`src/rtl/res_out_arbiter_pkg.sv`:
```
// res_out_arbiter_pkg: shared sizing constants and FSM encoding for the result-FIFO schedulers
package res_out_arbiter_pkg;
    localparam int RES_WORDS = 32;
    localparam int MODEXP_N_UNITS = 4;
    typedef enum logic {IDLE = 1'b0, XFER = 1'b1} state_t;
endpackage

```
`src/rtl/res_out_arbiter_rr_arbiter.sv`:
```
// rr_arbiter: combinational round-robin pick of the first requester at or after ptr
module rr_arbiter #(
    parameter int N = 4,
    parameter int ID_W = $clog2(N)
) (
    input  logic [N-1:0]    req,
    input  logic [ID_W-1:0] ptr,
    output logic [N-1:0]    pick,
    output logic [ID_W-1:0] idx
);
    always_comb begin
        pick = '0;
        idx = '0;
        for (int k = N - 1; k >= 0; k--) begin
            if (req[(int'(ptr) + k) % N]) begin
                pick = '0;
                pick[(int'(ptr) + k) % N] = 1'b1;
                idx = ID_W'((int'(ptr) + k) % N);
            end
        end
    end
endmodule

```
`src/rtl/res_out_arbiter.sv`:
```
// res_out_arbiter: packet-atomic round-robin write scheduler sharing one result FIFO
module res_out_arbiter
    import res_out_arbiter_pkg::*;
#(
    parameter int N_REQ = MODEXP_N_UNITS,
    parameter int DATA_WIDTH = 32,
    parameter int WORDS_PER_RES = RES_WORDS,
    parameter int CNT_W = $clog2(WORDS_PER_RES + 1),
    parameter int ID_W = $clog2(N_REQ)
) (
    input  logic                        clk,
    input  logic                        rst,
    input  logic [N_REQ-1:0]            req,
    input  logic [N_REQ*DATA_WIDTH-1:0] src_data,
    input  logic [N_REQ-1:0]            src_valid,
    output logic [N_REQ-1:0]            src_ready,
    output logic [N_REQ-1:0]            grant,
    output logic [ID_W-1:0]             grant_id,
    output logic [DATA_WIDTH-1:0]       fifo_din,
    output logic                        fifo_wr_en,
    input  logic                        fifo_full,
    output logic                        res_done,
    output logic                        busy
);
    state_t            state;
    logic [CNT_W-1:0]  cnt;
    logic [ID_W-1:0]   rr_ptr;
    logic [N_REQ-1:0]  pick;
    logic [ID_W-1:0]   pick_idx;
    logic              xfer;
    logic              last;

    rr_arbiter #(.N(N_REQ), .ID_W(ID_W)) u_rr (
        .req  (req),
        .ptr  (rr_ptr),
        .pick (pick),
        .idx  (pick_idx)
    );

    always_comb begin
        xfer = state == XFER;
        busy = xfer;
        src_ready = (xfer && !fifo_full) ? grant : '0;
        fifo_wr_en = xfer & src_valid[grant_id] & ~fifo_full;
        fifo_din = fifo_wr_en ? src_data[grant_id*DATA_WIDTH +: DATA_WIDTH] : '0;
        last = cnt == CNT_W'(WORDS_PER_RES - 1);
    end

    always_ff @(posedge clk) begin
        if (rst) begin
            state <= IDLE;
            grant <= '0;
            grant_id <= '0;
            cnt <= '0;
            rr_ptr <= '0;
            res_done <= 1'b0;
        end else begin
            res_done <= 1'b0;
            if (state == IDLE) begin
                if (|req) begin
                    grant <= pick;
                    grant_id <= pick_idx;
                    cnt <= '0;
                    state <= XFER;
                end
            end else if (fifo_wr_en) begin
                cnt <= cnt + 1'b1;
                if (last) begin
                    state <= IDLE;
                    grant <= '0;
                    res_done <= 1'b1;
                    rr_ptr <= (grant_id == ID_W'(N_REQ - 1)) ? '0 : grant_id + 1'b1;
                end
            end
        end
    end
endmodule

```
`config.mk`:
```
export PLATFORM = sky130hd
export DESIGN_NAME = res_out_arbiter
export DESIGN_NICKNAME = d
export VERILOG_FILES = /design/src/rtl/res_out_arbiter_pkg.sv /design/src/rtl/res_out_arbiter_rr_arbiter.sv /design/src/rtl/res_out_arbiter.sv
export SDC_FILE = /design/constraint.sdc
export NUM_CORES = 1
export LEC_CHECK = 0
export CAP_MARGIN = 20
export CORE_AREA = 8 8 96 98
export DETAILED_ROUTE_END_ITERATION = 10
export DIE_AREA = 0 0 104 106
export GPL_TIMING_DRIVEN = 0
export PLACE_DENSITY = 0.76
export SLEW_MARGIN = 20
export SYNTH_ARGS = -nofsm -noshare
export SYNTH_HDL_FRONTEND = slang
export SYNTH_SLANG_ARGS = --single-unit
```
`constraint.sdc`:
```
create_clock -name clk -period 2.6 [get_ports clk]
set_clock_uncertainty 0.2 [all_clocks]
set_input_delay 0.26 -clock clk [delete_from_list [all_inputs] [get_ports clk]]
set_output_delay 0.26 -clock clk [all_outputs]
set_load 0.05 [all_outputs]
```
==> results.cfg <==
[clocking]
clk_latency_ns = 0.25
h-tree-depth = 1
root_buffer = clkbuf_8
clock_sink_count = 16
cts_tree = done
cts_buffer_depth = 2
holdBufCountCts = 0
cts.clk_slew.worst_paths_ns = 0.06
numCtsBuffers = 3

[worst_setup_path]
timing.rr.start = rr_ptr[1]
r2r_slack_ns = 0.09
path_buf_inv = 3
end_kind = output port
required_ns = 2.14
critical_path_class = reg -> out
r2r_end = grant[3]
critPathLaunchType = flip-flop
path_delay_family = buffers and inverters
max_stage_delay_ns = 0.57
cp_cell_sequence = buf_6 > mux4_2 > buf_4 > and3_1 > dlygate4sd2_1
arrival_ns = 2.11
crit_fanout = 8
reg2reg_depth = 8
cp_slowest_cell = mux4_2

[sta]
fin_crit_ns = 2.572
slew_headroom_pct = 44.26
hold_violations = 0
post-route-period-util_pct = 98.91
setup-tns-final_ns = 0
drv_slew = 0
worstMarginPinSlew_ns = 0.8128
fmax_ghz = 0.3889
worst_hold_slack_ns = 0.1841
rsz0062_at_grt = true
setup_viol = 0

[placement]
place_hpwl_um = 8410
globalplace.congestion = 0.8849
placement.io_buffers = 180
dp_cells = 509
placed_cell_area_um2 = 4163

[detailed_routing]
post_drt_wl_per_cell_um = 19.14
maxUsedRoutingLayer = met4
drc = 0
met1_length_um = 3934
detail-route-antenna-nets = 0
first_iter_violations = 73
totalWireLength_um = 9932
first_pass_iters = 4
vias = 2677
viasPerCell = 5.158
dr_wl_met3_um = 682
route.met2.wl_um = 5138

[min_path]
min_from = rst
holdPathEnd = rr_ptr[0]
min_path_type = in -> reg
whs_path_depth = 2

[yosys]
ys_top_cells_by_count = and3_1 (36), mux4_2 (33), clkbuf_1 (16), dfxtp_1 (16), nor2_1 (16)
synth_top_area_share_pct = 33.37
synth-edff-count = 0
yosysMostFrequentCell = and3_1
synth_cells = 224
synth_top_area_cell = mux4_2
synth_nets = 373
synth.avg_cell_area_um2 = 9.943
syn_area_um2 = 2227
yosysWarnings = 0
synthFlopType = dfxtp_1
ys_ff_latch = 16
ys_types = 39
ys_top_cells_by_area = mux4_2 (33%), dfxtp_1 (14%), and3_1 (10%), ha_1 (5.6%), mux2i_1 (3.6%)
synth-async-reset-ratio_pct = 0
yosysSeqAreaShare_pct = 14.38

[die]
coreArea_um2 = 7845
ios = 184
num_rows = 33
die-area_um2 = 11020
start_util_pct = 28.39
dieWidth_um = 104
die_h_um = 106

[layout]
area_delta_synth_final_pct = 86.12
diodes = 0
drive_gt1_share_pct = 27.54
fillers = 709
fin_area_um2 = 4145
stdcell_count = 519
nets = 564

[global_route]
grt_max_degree = 12
grt_pass1_wl_um = 15170
grt_antenna_before_repair = 0
grt_pass1_vias = 2687
grt_overflow = 0
grt_usage_pct = 16.90

[power]
leakage_nw = 1.737
p_per_area_nw_per_um2 = 258.2
p_total_mw = 1.070
max-vdd-ir-drop_uv = 195.2

[run_status]
status = finished, final reports clean

[run]
drv_cap = 0
[layout make-up]
| cell class | instances | area (um^2) | area share (%) |
|---|---|---|---|
| Buffer | 22 | 125.1 | 3.018 |
| Clock buffer | 4 | 55.05 | 1.328 |
| Inverter | 7 | 36.28 | 0.8753 |
| Multi-Input combinational cell | 178 | 1787 | 43.10 |
| Sequential cell | 16 | 327.8 | 7.908 |
| Tap cell | 105 | 131.4 | 3.169 |
| Timing Repair Buffer | 187 | 1683 | 40.60 |
[through the flow]
stage,setup slack [ns],utilization [%]
after floorplan,0.04325,-
after global placement,-0.4181,53.06
after detailed placement,-0.4412,53.06
after CTS,-0.0009259,53.25
after global routing,-0.05346,52.84
final,0.02834,52.84
[what timing repair did]
action / CTS / global route
gates resized for setup: 156 / 36
setup buffers: 1 / 6
setup endpoints to repair: 42 / 24
pin swaps: 0 / 1
[worst max-delay path by stage]
stage,slack (ns),depth (start not counted),to,start
after floorplan,0.04,8,grant[1],rr_ptr[0]
final,0.03,5,fifo_din[0],grant_id[0]
after detailed placement,-0.44,5,fifo_din[30],grant_id[1]
after global placement,-0.42,5,fifo_din[30],grant_id[1]
after CTS,-0.0009,5,fifo_din[30],grant_id[0]
after global routing,-0.05,5,fifo_din[31],grant_id[0]
[state kept, by name, indices dropped and copies added, names as in the netlist]
name	count
cnt	6
rr_ptr	2
grant	4
grant_id	2
busy	1
res_done	1
[cells by family after synthesis]
logic type | synth area share [%]
AND/OR/NAND/NOR | 23.26
flip-flops | 14.38
XOR/XNOR | 1.573
adder cells (fa/ha/maj) | 5.618
multiplexers | 38.99
buffers and inverters | 6.067
AO/OA/AOI/OAI | 10.11
[report_power, final]
group | internal (mW) | switching (mW) | leakage (nW)
Clock | 0.134 | 0.0873 | 0.0288
Sequential | 0.250 | 0.00696 | 0.132
Combinational | 0.333 | 0.258 | 1.58
[cell usage in the layout, fill, tap and decap left out, drive strengths merged, types with 6 or more instances in the layout]
master / count
mux4: 33
nor2: 17
mux2i: 8
clkbuf: 23
dfxtp: 16
clkdlybuf4s50: 143
nand2b: 6
ha: 10
and3: 36
and2: 6
inv: 7
nand2: 8
o211ai: 7
buf: 44
[metal layers]
| metal | up-vias | track usage, % |
|---|---|---|
| li1 | 1256 | - |
| met1 | 1290 | 19.56 |
| met2 | 119 | 30.71 |
| met3 | 12 | 3.630 |
| met4 | 0 | 4.757 |
| met5 | - | 0 |
(Power assumes the default switching activity.)
